<file path="src/rtl/floppy_sd_responder.sv">
// Sector responder: serves 512-byte read/write requests from a byte-wide RAM holding both drive images.
// Build option FLOPPY_SD_WRITE_EN enables memory writes; without it the images are write-protected.
module floppy_sd_responder #(
    parameter int LBA_W = 11
) (
    input  logic             clk_i,
    input  logic             rst_i,
    input  logic [LBA_W-1:0] sd_lba_i,
    input  logic [1:0]       sd_rd_i,
    input  logic [1:0]       sd_wr_i,
    output logic             sd_busy_o,
    output logic             sd_done_o,
    output logic [8:0]       sd_addr_o,
    output logic             sd_data_en_o,
    output logic [7:0]       sd_data_out_o,
    input  logic [7:0]       sd_data_in_i,
    input  logic [11:0]      img_sectors0_i,
    input  logic [11:0]      img_sectors1_i,
    output logic [LBA_W+9:0] mem_addr_o,
    output logic             mem_rd_o,
    output logic             mem_wr_o,
    output logic [7:0]       mem_wdata_o,
    input  logic [7:0]       mem_rdata_i,
    input  logic             mem_ready_i
);
    typedef enum logic [2:0] {
        IDLE, RD_FETCH, RD_PRESENT, WR_ADDR, WR_WAIT, WR_STORE, DONE
    } state_e;

    state_e           state_q, state_d;
    logic [LBA_W-1:0] lba_q, lba_d;
    logic [8:0]       cnt_q, cnt_d;
    logic             drive_q, drive_d;
    logic             oor_q, oor_d;
    logic [11:0]      img_sel;
    logic             store_done;

    logic             busy_q, done_q, den_q, mrd_q;
    logic [8:0]       addr_q;
    logic [7:0]       dout_q, wdata_q;
    logic [LBA_W+9:0] maddr_q;

`ifdef FLOPPY_SD_WRITE_EN
    logic mwr_q;
    always_ff @(posedge clk_i) begin
        if (rst_i) mwr_q <= 1'b0;
        else       mwr_q <= (state_d == WR_STORE) && !oor_d;
    end
    assign mem_wr_o   = mwr_q;
    assign store_done = oor_q || mem_ready_i;
`else
    assign mem_wr_o   = 1'b0;
    assign store_done = 1'b1;
`endif

    always_comb begin
        state_d = state_q;
        lba_d   = lba_q;
        cnt_d   = cnt_q;
        drive_d = drive_q;
        oor_d   = oor_q;
        img_sel = img_sectors0_i;
        case (state_q)
            IDLE: begin
                if (|sd_rd_i || |sd_wr_i) begin
                    // reads beat writes, drive 0 beats drive 1
                    drive_d = (|sd_rd_i) ? !sd_rd_i[0] : !sd_wr_i[0];
                    img_sel = drive_d ? img_sectors1_i : img_sectors0_i;
                    lba_d   = sd_lba_i;
                    cnt_d   = '0;
                    oor_d   = 12'(sd_lba_i) >= img_sel;
                    state_d = (|sd_rd_i) ? RD_FETCH : WR_ADDR;
                end
            end
            RD_FETCH:   if (oor_q || mem_ready_i) state_d = RD_PRESENT;
            RD_PRESENT: begin
                if (&cnt_q) state_d = DONE;
                else begin
                    cnt_d   = cnt_q + 9'd1;
                    state_d = RD_FETCH;
                end
            end
            WR_ADDR:    state_d = WR_WAIT;
            WR_WAIT:    state_d = WR_STORE;
            WR_STORE: begin
                if (store_done) begin
                    if (&cnt_q) state_d = DONE;
                    else begin
                        cnt_d   = cnt_q + 9'd1;
                        state_d = WR_ADDR;
                    end
                end
            end
            DONE:       state_d = IDLE;
            default:    state_d = IDLE;
        endcase
    end

    always_ff @(posedge clk_i) begin
        if (rst_i) begin
            state_q <= IDLE;
            lba_q   <= '0;
            cnt_q   <= '0;
            drive_q <= 1'b0;
            oor_q   <= 1'b0;
            busy_q  <= 1'b0;
            done_q  <= 1'b0;
            den_q   <= 1'b0;
            mrd_q   <= 1'b0;
            addr_q  <= '0;
            dout_q  <= '0;
            wdata_q <= '0;
            maddr_q <= '0;
        end else begin
            state_q <= state_d;
            lba_q   <= lba_d;
            cnt_q   <= cnt_d;
            drive_q <= drive_d;
            oor_q   <= oor_d;
            busy_q  <= state_d != IDLE;
            done_q  <= state_q == DONE;
            den_q   <= state_q == RD_PRESENT;
            mrd_q   <= (state_d == RD_FETCH) && !oor_d;
            // read strobe trails RD_PRESENT by a cycle; write address leads the requester's registered read
            if (state_q == RD_PRESENT)  addr_q <= cnt_q;
            else if (state_d == WR_ADDR) addr_q <= cnt_d;
            if (state_q == RD_FETCH && (oor_q || mem_ready_i))
                dout_q <= oor_q ? 8'h00 : mem_rdata_i;
            if (state_q == WR_WAIT) wdata_q <= sd_data_in_i;
            if (state_d == RD_FETCH || state_d == WR_STORE)
                maddr_q <= {drive_d, lba_d, cnt_d};
        end
    end

    assign sd_busy_o     = busy_q;
    assign sd_done_o     = done_q;
    assign sd_addr_o     = addr_q;
    assign sd_data_en_o  = den_q;
    assign sd_data_out_o = dout_q;
    assign mem_addr_o    = maddr_q;
    assign mem_rd_o      = mrd_q;
    assign mem_wdata_o   = wdata_q;
endmodule

</file>
<file path="config.mk">
export PLATFORM = sky130hd
export DESIGN_NAME = floppy_sd_responder
export DESIGN_NICKNAME = d
export VERILOG_FILES = /design/src/rtl/floppy_sd_responder.sv
export SDC_FILE = /design/constraint.sdc
export NUM_CORES = 1
export LEC_CHECK = 0
export ABC_AREA = 1
export BUFFER_PORTS_ARGS = -buffer_cell sky130_fd_sc_hd__buf_4
export CORE_ASPECT_RATIO = 1.4
export CORE_MARGIN = 1.5
export CORE_UTILIZATION = 48
export CTS_BUF_LIST = sky130_fd_sc_hd__clkbuf_8
export DETAILED_ROUTE_END_ITERATION = 6
export PLACE_DENSITY_LB_ADDON = 0.08
export RECOVER_POWER = 25
export SYNTH_ARGS = -nofsm -noshare
export SYNTH_HDL_FRONTEND = slang
export SYNTH_SLANG_ARGS = --single-unit
</file>
<file path="constraint.sdc">
create_clock -name clk_i -period 1.8 [get_ports clk_i]
set_clock_uncertainty 0.05 [all_clocks]
set_input_delay 0.09 -clock clk_i [delete_from_list [all_inputs] [get_ports clk_i]]
set_output_delay 0.09 -clock clk_i [all_outputs]
set_load 0.1 [all_outputs]
</file>
==> summary.md <==
| Metric | Value |
|---|---|
| Result of the run | `completed` |
| Routability-driven placement congestion ratio | `0.943` |
| Clock root buffer master | `sky130_fd_sc_hd__clkbuf_8` |
| DIE AREA | `8060 um^2` |
| Insertion delay of the later-clocked pin in the worst-skew pair | `0.36 ns` |
| Setup slack of the worst register-to-register path | `0.06 ns` |
| Data required time of the worst path | `2.05 ns` |
| RSZ-0062 raised after global routing | `true` |
| Fraction of layout instances using a drive strength above 1 | `0.360` |
| Final WS setup | `0.0591 ns` |
| Family with the most delay on the worst path | `simple AND/OR/NAND/NOR gates` |
| Number of iterations in the first detailed-routing pass | `4` |
| Highest cell delay on the worst timing path | `0.35 ns` |
| Floorplan core area | `7310 um^2` |
| CP Data Arrival Time | `1.99 ns` |
| Number of cells on the worst reg-to-reg path | `11` |
| Number of diodes | `0` |
| Commonest cells in the synthesized netlist | `sky130_fd_sc_hd__nand2_1 (99), sky130_fd_sc_hd__nor2_1 (77), sky130_fd_sc_hd__dfxtp_1 (75)` |
| Max Fclk | `574 MHz` |
| Count of pins over their slew limit | `0` |
| Post-synthesis cell area | `3610 um^2` |
| Starting density of the core | `0.494` |
| Total wire length | `10.4 mm` |
| Sequential cell area in the final layout | `1510 um^2` |
| Maximum number of pins on one net before global-route repair | `38` |
| Post-synth ARST share | `0` |
| Fillers | `602` |
| Multi-input gate area in the final layout | `1940 um^2` |
| Die height | `106 um` |
| Number of antenna violations at the first check in global routing | `0` |
| Synthesis-stage register bit count | `75` |
| Share of the yosys chip area belonging to registers | `0.416` |
| Final setup violation count | `0` |
| IO Port Bufs | `107` |
| Share of the core filled with cells | `0.741` |
| Ordered list of cells on the worst path | `ha_4 -> nand2_1 -> nor2_2 -> nand3_2 -> nand2_4 -> inv_2 -> nor2_8 -> buf_4 -> nor2_2 -> nand3_2 -> a21oi_2` |
| Nets | `740` |
| Areal power density over the cells | `1300 nW/um^2` |
| Primary flip-flop cell chosen by synthesis mapping | `sky130_fd_sc_hd__dfxtp_1` |
| Worst path bufs/invs | `2` |
| Post-detailed-route via-to-cell ratio | `4.93` |
| TritonCTS clock tree | `yes` |
| Total congestion overflow after global routing | `0` |
| Max rail drop VDD | `1.49 mV` |
| Clk sink count | `75` |
| Remaining number of nets flagged by the antenna check after routing | `0` |
| Via total after detailed routing | `3,804` |
| Level count of the clock H-tree | `3` |
| Critical register-to-register path endpoint | `mem_addr_o[8]$_SDFFE_PP0P_` |
| Number of cells on the worst hold path | `4` |
| DRC | `0` |
| Ratio of final minimum period to clock period | `0.967` |
| Critical path startpoint category | `register` |
| CP max FO | `5` |
| All-layer global routing usage | `0.259` |
| Gate count of the mapped netlist | `487` |
| Number of flops mapped to enable cells by yosys | `0` |
| Final Hold Vio Count | `0` |
| Num rows | `37` |
| Synth-to-layout area growth | `50.1%` |
| Leading post-synthesis cells by cell area | `sky130_fd_sc_hd__dfxtp_1 (42%), sky130_fd_sc_hd__nand2_1 (10%), sky130_fd_sc_hd__nor2_1 (8.0%)` |
| Startpoint of the worst hold path | `sd_lba_i[6]` |
| Die span in x | `76.3 um` |
| Share of the synthesized area in the top cell type | `0.416` |
| CTS Buf Count | `9` |
| Class of the tightest hold or removal check | `input port to register` |
| Final worst path period need | `1.74 ns` |
| Crit path kind | `register to register` |
| Dominant cell type by area after synthesis | `sky130_fd_sc_hd__dfxtp_1` |
| YS warnings | `0` |
| Static leakage power | `2.75 nW` |
| Number of primary I/O pins | `109` |
| Endpoint of the worst hold-timing path | `lba_q[6]$_SDFF_PP0_` |
| Wirelength per Cell | `13.5 um` |
| Distinct cell type count of the synthesized netlist | `37` |
| Mean instance size in the synthesized netlist | `7.42 um^2` |
| Worst Setup End Kind | `register` |
| Post-placement setup slack | `-0.294 ns` |
| Vias in the first global route | `3,739` |
| Syn Nets | `557` |
| Placed wire-length estimate after detailed placement | `7.50 mm` |
| Most common cell in the synthesized netlist | `sky130_fd_sc_hd__nand2_1` |
| Clock Tree Buf Depth | `2` |
| CTS clk-pin slew, worst paths | `0.09 ns` |
| Highest-delay cell along the critical path | `sky130_fd_sc_hd__dfxtp_2` |
| Source of the worst register-to-register timing path | `cnt_q[0]$_SDFF_PP0_` |
| First-iteration detailed-routing DRC count | `184` |
| Max-capacitance violation count | `0` |
| First-pass GRT wire length | `16.6 mm` |
-- how the worst max path moves through the flow --
stage                                      end             startpoint  depth (start not counted)
finish              mem_addr_o[8]$_SDFFE_PP0P_    cnt_q[0]$_SDFF_PP0_                         11
global route         sd_addr_o[5]$_SDFFE_PP0P_    cnt_q[0]$_SDFF_PP0_                         13
CTS                 mem_addr_o[7]$_SDFFE_PP0P_    cnt_q[0]$_SDFF_PP0_                          9
detailed placement  mem_addr_o[3]$_SDFFE_PP0P_  state_q[0]$_SDFF_PP0_                          9
global placement    mem_addr_o[8]$_SDFFE_PP0P_  state_q[0]$_SDFF_PP0_                          9
floorplan                     oor_q$_SDFF_PP0_             sd_rd_i[1]                         14
-- worst reg2reg max path, delay by kind of cell, from the launching register on --
family          cells  cell delay (ns)
simple gates        7             0.74
compound gates      1             0.14
buf+inv             2             0.25
fa+ha+maj           1             0.16
flops               1             0.35
-- sequential cells by signal, summed over array words and instances (netlist names) --
name and cells:
mem_addr_o 21, lba_q 11, cnt_q 9, sd_addr_o 9, mem_wdata_o 8, sd_data_out_o 8, state_q 3, drive_q 1
mem_rd_o 1, oor_q 1, sd_busy_o 1, sd_data_en_o 1, sd_done_o 1
-- cell type report --
class | instances | share of cell area
timing repair buffer | 187 | 0.269
clock inverter | 7 | 0.0152
sequential | 75 | 0.279
tap | 97 | 0.0224
multi-input combinational | 350 | 0.358
inverter | 47 | 0.0332
clock buffer | 9 | 0.0228
-- kinds of logic (layout without fill, tap and decap cells) --
kind of cell,count (synthesis),in the layout,share of synthesized area
AO/OA/AOI/OAI,78,78,0.127
flip-flops,75,75,0.416
buffers and inverters,66,250,0.0762
multiplexers,10,10,0.0277
AND/OR/NAND/NOR,244,248,0.308
other,1,1,0.00104
XOR/XNOR,1,1,0.00243
adder cells (fa/ha/maj),12,12,0.0416
-- what timing repair did --
action,in CTS,in global routing
buffers inserted,1,7
setup endpoints to repair,29,32
gates cloned,2,2
hold endpoints to repair,16,0
pin swaps,3,12
hold buffers,16,0
resized for setup,9,35
-- metrics by stage --
step	cells	hold slack (ns)	instance area, um^2	TNS, ns	power (mW)
finish	772	0.0302	5420	0	7.05
global route	772	0.0351	5420	-0.219	7.36
CTS	763	0.0525	5270	-0.0271	6.88
detailed placement	728	0.300	4860	-4.20	5.38
global placement	728	0.297	4860	-3.48	5.34
floorplan	487	0.200	3610	0	4.52
-- layer usage --
metal  up-vias  track usage  routed length (um)
met3        18       0.0571                 471
met2       107        0.504                5670
met1      1730        0.268                4040
met4         0       0.0913                 252
met5         -            0                   0
li1       1949            -                   -
-- cells in the final DEF, fill, tap and decap left out, drive strengths merged --
cell,netlist,routed
nand3b,1,1
and2,1,1
dlygate4sd3,0,16
buf,7,171
bufinv,0,1
nor2,81,85
conb,1,1
clkbuf,12,9
xnor2,1,1
nand3,39,39
nand4,3,3
clkinvlp,0,2
nor4,1,1
o21bai,2,2
a21oi,23,23
dfxtp,75,75
clkinv,1,2
nand2,107,107
or2,10,10
mux2i,10,10
inv,46,49
o211a,12,12
nor3,1,1
o21ai,41,41
ha,12,12
-- power breakdown --
group	total [mW]	internal, mW	switching (mW)
clock network	1.38	0.667	0.715
logic	3.58	1.06	2.52
registers	2.09	1.94	0.150
(Power assumes the default switching activity.)
